<file path="config.mk">
export PLATFORM = sky130hd
export DESIGN_NAME = br_pred_ctrl
export DESIGN_NICKNAME = d
export VERILOG_FILES = /design/src/rtl/br_pred_ctrl_pkg.sv /design/src/rtl/bp_queue.sv /design/src/rtl/br_pred_ctrl.sv
export SDC_FILE = /design/constraint.sdc
export NUM_CORES = 1
export LEC_CHECK = 0
export ABC_AREA = 1
export CAP_MARGIN = 15
export CORE_MARGIN = 2
export CORE_UTILIZATION = 61
export CTS_BUF_LIST = sky130_fd_sc_hd__clkbuf_16
export CTS_CLUSTER_SIZE = 40
export DETAILED_ROUTE_END_ITERATION = 6
export PLACE_DENSITY = 0.87
export SYNTH_ARGS = -nofsm -noshare
export SYNTH_HDL_FRONTEND = slang
export SYNTH_SLANG_ARGS = --single-unit
</file>
<file path="constraint.sdc">
create_clock -name clk -period 7.9 [get_ports clk]
set_input_delay 0.79 -clock clk [delete_from_list [all_inputs] [get_ports clk]]
set_output_delay 0.79 -clock clk [all_outputs]
set_load 0.05 [all_outputs]
</file>
<file path="src/rtl/br_pred_ctrl_pkg.sv">
// br_pred_ctrl_pkg: branch opcode and B-type immediate decode shared with br_alu
package br_pred_ctrl_pkg;
   localparam logic [6:0] OP_BRANCH = 7'b1100011;
   function automatic logic [63:0] b_imm(input logic [31:0] ir);
      return {{51{ir[31]}}, ir[31], ir[7], ir[30:25], ir[11:8], 1'b0};
   endfunction
endpackage

</file>
<file path="src/rtl/bp_queue.sv">
// bp_queue: in-flight prediction FIFO; a pop frees room for a same-cycle push when full
module bp_queue #(
   parameter int W     = 7,
   parameter int DEPTH = 4
) (
   input  logic         clk,
   input  logic         rst,
   input  logic         i_push,
   input  logic         i_pop,
   input  logic         i_flush,
   input  logic [W-1:0] i_data,
   output logic [W-1:0] o_head,
   output logic         o_full,
   output logic         o_empty
);
   localparam int AW = $clog2(DEPTH);
   logic [W-1:0]  r_mem [DEPTH];
   logic [AW-1:0] r_wp, r_rp;
   logic [AW:0]   r_cnt;
   logic          w_push, w_pop;
   assign o_full  = r_cnt == (AW+1)'(DEPTH);
   assign o_empty = r_cnt == '0;
   assign o_head  = r_mem[r_rp];
   assign w_pop   = i_pop & ~o_empty;
   assign w_push  = i_push & (~o_full | w_pop) & ~i_flush;
   always_ff @(posedge clk) begin
      if (rst || i_flush) begin
         r_wp  <= '0;
         r_rp  <= '0;
         r_cnt <= '0;
      end else begin
         r_wp  <= r_wp + AW'(w_push);
         r_rp  <= r_rp + AW'(w_pop);
         r_cnt <= r_cnt + (AW+1)'(w_push) - (AW+1)'(w_pop);
      end
   end
   always_ff @(posedge clk)
      if (w_push) r_mem[r_wp] <= i_data;
endmodule

</file>
<file path="src/rtl/br_pred_ctrl.sv">
// br_pred_ctrl: gshare 2-bit BHT predictor with fetch-time target and in-flight queue
module br_pred_ctrl
   import br_pred_ctrl_pkg::*;
#(
   parameter int IDX_BITS = 6,
   parameter int GHR_BITS = 6,
   parameter int QDEPTH   = 4
) (
   input  logic        clk,
   input  logic        rst,
   input  logic        lu_valid,
   input  logic [63:0] lu_pc,
   input  logic [31:0] lu_ir,
   output logic        lu_ready,
   output logic        lu_taken,
   output logic [63:0] lu_target,
   input  logic        rs_valid,
   input  logic        rs_taken,
   output logic        pr_taken,
   input  logic        flush,
   output logic [31:0] br_cnt,
   output logic [31:0] miss_cnt
);
   logic [1:0]          r_bht [2**IDX_BITS];
   logic [GHR_BITS-1:0] r_ghr;
   logic [31:0]         r_br_cnt, r_miss_cnt;
   logic                w_is_br, w_full, w_empty, w_pop, w_unused;
   logic [IDX_BITS-1:0] w_idx, w_hidx;
   logic [IDX_BITS:0]   w_head;
   logic [1:0]          w_ctr, w_ctr_nxt;
   assign w_is_br   = lu_ir[6:0] == OP_BRANCH;
   assign w_idx     = lu_pc[IDX_BITS+1:2] ^ IDX_BITS'(r_ghr);
   assign lu_taken  = r_bht[w_idx][1] & w_is_br & lu_valid;
   assign lu_target = lu_pc + (lu_taken ? b_imm(lu_ir) : 64'd4);
   assign lu_ready  = ~w_full;
   assign pr_taken  = ~w_empty & w_head[IDX_BITS];
   assign w_pop     = rs_valid & ~w_empty;
   assign w_hidx    = w_head[IDX_BITS-1:0];
   assign w_ctr     = r_bht[w_hidx];
   assign w_ctr_nxt = rs_taken ? (w_ctr == 2'b11 ? w_ctr : w_ctr + 2'd1)
                               : (w_ctr == 2'b00 ? w_ctr : w_ctr - 2'd1);
   assign br_cnt    = r_br_cnt;
   assign miss_cnt  = r_miss_cnt;
   assign w_unused  = ^lu_ir[24:12];
   bp_queue #(.W(IDX_BITS+1), .DEPTH(QDEPTH)) u_q (
      .clk     (clk),
      .rst     (rst),
      .i_push  (lu_valid & w_is_br),
      .i_pop   (rs_valid),
      .i_flush (flush),
      .i_data  ({lu_taken, w_idx}),
      .o_head  (w_head),
      .o_full  (w_full),
      .o_empty (w_empty)
   );
   // history is trained only at resolve, so a flush never has to rewind it
   always_ff @(posedge clk) begin
      if (rst) begin
         for (int i = 0; i < 2**IDX_BITS; i++) r_bht[i] <= 2'b01;
         r_ghr      <= '0;
         r_br_cnt   <= '0;
         r_miss_cnt <= '0;
      end else if (w_pop) begin
         r_bht[w_hidx] <= w_ctr_nxt;
         r_ghr         <= {r_ghr[GHR_BITS-2:0], rs_taken};
         r_br_cnt      <= r_br_cnt + 32'd1;
         r_miss_cnt    <= r_miss_cnt + 32'(w_head[IDX_BITS] != rs_taken);
      end
   end
endmodule

</file>
==> key figures <==
Worst setup path
  • CP delay by family, top: compound AO/OA/AOI/OAI gates
  • Crit start category: input pin
  • Arrival time at the worst endpoint: 6.59 ns
  • Worst stage delay on the critical path: 0.51 ns
  • Cell count along the critical path: 26
  • Kind of capture point of the worst setup path: output port
  • Worst Reg-to-Reg Cells: 18
  • R2r setup slk: 2.81 ns
  • Worst setup path class: in2out
  • Crit-path slowest cell: sky130_fd_sc_hd__clkdlybuf4s50_1
  • FF-to-FF Start: u_q.r_rp[0]
  • Endpoint of the worst-slack reg-to-reg timing path: r_bht[3][1]
  • Number of buffers and inverters on the critical path: 6
  • CP max FO: 14
  • WP data required: 7.11 ns
  • Worst path most repeated cell: sky130_fd_sc_hd__nand3_1

Drt
  • Remaining antenna violation count: 0
  • Total via count in the routed design: 17,020
  • Average detailed-routed wire length per instance: 17.91 µm
  • Drt initial violations: 1,688
  • Vias per inst: 5.781
  • Routed WL: 52.75 mm
  • DRC violations left: 0
  • TritonRoute pass-1 iters: 7

Clocking
  • Number of buffers added for setup after CTS: 0
  • Clock-pin slew on the worst setup and hold paths: 0.06 ns
  • # H-tree levels: 1
  • Worst-case clock buffer depth: 3
  • Clock latency at the later pin of the worst-skew pair: 0.54 ns
  • Number of buffers inserted by hold repair at cts: 0
  • CTS tree: built
  • Post-cts repair resize count: 0
  • Clock root buffer: sky130_fd_sc_hd__clkbuf_16
  • Clock buffer count from CTS: 24
  • CTS sink count: 233

Synthesis
  • Syn Std Cell Area: 0.01688 mm²
  • Yosys top cell by area: sky130_fd_sc_hd__edfxtp_1
  • Syn Inst Count: 2,371
  • Post-synth cell types: 52
  • Fraction of registers with async set/reset: 0
  • Register area share after synthesis: 0.3687
  • Number of synthesized register bits: 233
  • Post-Synthesis Mean Instance Area: 7.121 µm²
  • Synth top area share: 0.2774
  • EDFF count, synth: 156
  • Dominant synthesized flop cell: sky130_fd_sc_hd__edfxtp_1
  • Most area-consuming cells after synthesis: sky130_fd_sc_hd__edfxtp_1 (28%), sky130_fd_sc_hd__nand2_1 (15%), sky130_fd_sc_hd__dfxtp_1 (9.1%)
  • Synthesis warning total: 0
  • Syn nets: 2,544

Job
  • Max cap viols: 0

Placed design
  • Post-DP Area: 0.01928 mm²
  • Routability-driven placement congestion ratio: 0.9657
  • Detailed placement HPWL: 38.06 mm
  • Port bufs: 217

Floorplan
  • Total Die Area: 0.02903 mm²
  • Rows: 60
  • Ports: 233
  • Core region area: 0.02710 mm²
  • Starting utilization of the core area: 0.6230
  • Die X-Extent: 170.4 µm
  • Chip Height: 170.4 µm

Timing
  • Worst clock skew on the final layout: 0.03673 ns
  • Number of slew-limit violations in the final report: 0
  • Final count of hold timing violations: 0
  • Final period util: 0.9344
  • Highest clock rate: 0.1355 GHz
  • Final setup TNS: 0 ns
  • Remaining max-slew budget at the tightest pin: 0.3884
  • Worst Max-Slew Pin Slew: 0.9174 ns
  • Clock period minus worst slack: 7.381 ns
  • Unrepaired setup endpoints after global routing: false
  • Final Setup Violations: 0

Run status
  • Run status: complete, no violations

Finish
  • Combined area of the multi-input logic cells: 0.009075 mm²
  • Commonest cells after routing, fill and taps aside: sky130_fd_sc_hd__nand2_1 (668), sky130_fd_sc_hd__inv_1 (295), sky130_fd_sc_hd__nor2_1 (276)
  • # nets final: 2,728
  • Most common cell after layout, fill and taps aside: sky130_fd_sc_hd__nand2_1
  • Layout area overhead: 18.78%
  • Finished Cell Area: 0.02006 mm²
  • FF/Latch Area: 0.006226 mm²
  • Fraction of layout cells with a size suffix above 1: 0.06296
  • Inserted Diodes: 0
  • Number of fillers in the final layout: 2,118

Pwr
  • Leakage: 0.008203 µW
  • Peak supply drop: 0.2261 mV
  • Areal power density over the cells: 138.0 mW/mm²
  • Power Total: 2768 µW

GRT
  • Total global-route track usage: 0.3551
  • Global route overflow: 0
  • Initial antenna violation count: 0
  • Maximum number of pins on one net before global-route repair: 66
  • First-pass GRT wire length: 81.72 mm
  • Via count of the first global-routing pass: 16,380

Worst hold path
  • Endpoint with the worst hold slack: br_cnt[30]
  • Worst hold path startpoint: br_cnt[30]
  • Worst min path class: reg2reg
  • Cell depth of the worst hold path: 2
how the worst max path moves through the flow:
stage                        start             to  slack, ns
after CTS                 lu_pc[2]  lu_target[37]       0.56
after global routing      lu_pc[2]  lu_target[39]       0.06
after detailed placement  lu_pc[2]  lu_target[37]       0.57
after floorplan           lu_pc[2]  lu_target[39]       1.34
final                     lu_pc[2]  lu_target[35]       0.52
after global placement    lu_pc[2]  lu_target[39]       0.72
stage by stage:
stage	hold slack, ns	util	setup slack (ns)	std cells
final	0.4907	0.7401	0.5186	2945
after global routing	0.5261	0.7401	0.06078	2945
after CTS	0.4925	0.7401	0.5553	2945
after detailed placement	0.4835	0.7116	0.5740	2901
after global placement	0.4721	0.7116	0.7215	2901
after floorplan	0.4768	-	1.341	2371
worst register-to-register path: cells and delay by family (launching register included):
kind	cells	cell delay, ns
compound gates	1	0.08
buf+inv	3	1.45
flops	1	0.66
simple gates	14	2.60
cell type report:
class / count / share of cell area
Clock buffer: 27 / 0.03369
Clock inverter: 17 / 0.004804
Inverter: 296 / 0.05552
Multi-Input combinational cell: 1767 / 0.4525
Sequential cell: 233 / 0.3104
Tap cell: 372 / 0.02321
Timing Repair Buffer: 233 / 0.1199
cell families after synthesis:
kind of cell | count (synthesis) | share of synthesized area
compound gates | 329 | 0.1100
buf+inv | 371 | 0.09411
fa+ha+maj | 71 | 0.05350
xor+xnor | 85 | 0.04409
simple gates | 1282 | 0.3295
flops | 233 | 0.3687
metal layers:
metal,GRT usage,part of all wire
met5,0,0
met4,0.1873,0.053
met1,0.4241,0.37
met2,0.6152,0.49
met3,0.05814,0.092
power by group:
part | switching (µW) | total (µW) | leakage, µW | internal [µW]
logic | 234 | 361 | 0.00585 | 127
registers | 6.83 | 1310 | 0.00196 | 1310
clock network | 477 | 1090 | 0.000394 | 615
sequential cells by signal, summed over array words and instances, names as in the netlist:
signal / cells
r_ghr: 6
u_q.r_rp: 2
br_cnt: 32
u_q.r_cnt: 3
miss_cnt: 32
u_q.r_mem: 28
r_bht: 128
u_q.r_wp: 2
synthesized netlist by cell type, types with 10 or more instances:
cell type	count
sky130_fd_sc_hd__xnor2_1	30
sky130_fd_sc_hd__nor3_1	42
sky130_fd_sc_hd__o21ai_1	10
sky130_fd_sc_hd__buf_2	26
sky130_fd_sc_hd__o21bai_1	11
sky130_fd_sc_hd__dfxtp_1	77
sky130_fd_sc_hd__inv_1	291
sky130_fd_sc_hd__xor2_1	55
sky130_fd_sc_hd__nor2_1	276
sky130_fd_sc_hd__clkbuf_1	26
sky130_fd_sc_hd__nand2_1	668
sky130_fd_sc_hd__o21ai_0	107
sky130_fd_sc_hd__edfxtp_1	156
sky130_fd_sc_hd__a21o_1	12
sky130_fd_sc_hd__nor2_2	30
sky130_fd_sc_hd__a21oi_1	130
sky130_fd_sc_hd__a31oi_1	24
sky130_fd_sc_hd__ha_1	69
sky130_fd_sc_hd__nand4_1	22
sky130_fd_sc_hd__nor2_4	31
sky130_fd_sc_hd__nand3_1	182
sky130_fd_sc_hd__buf_6	11
Note: power is estimated with default switching activity, not from simulation.
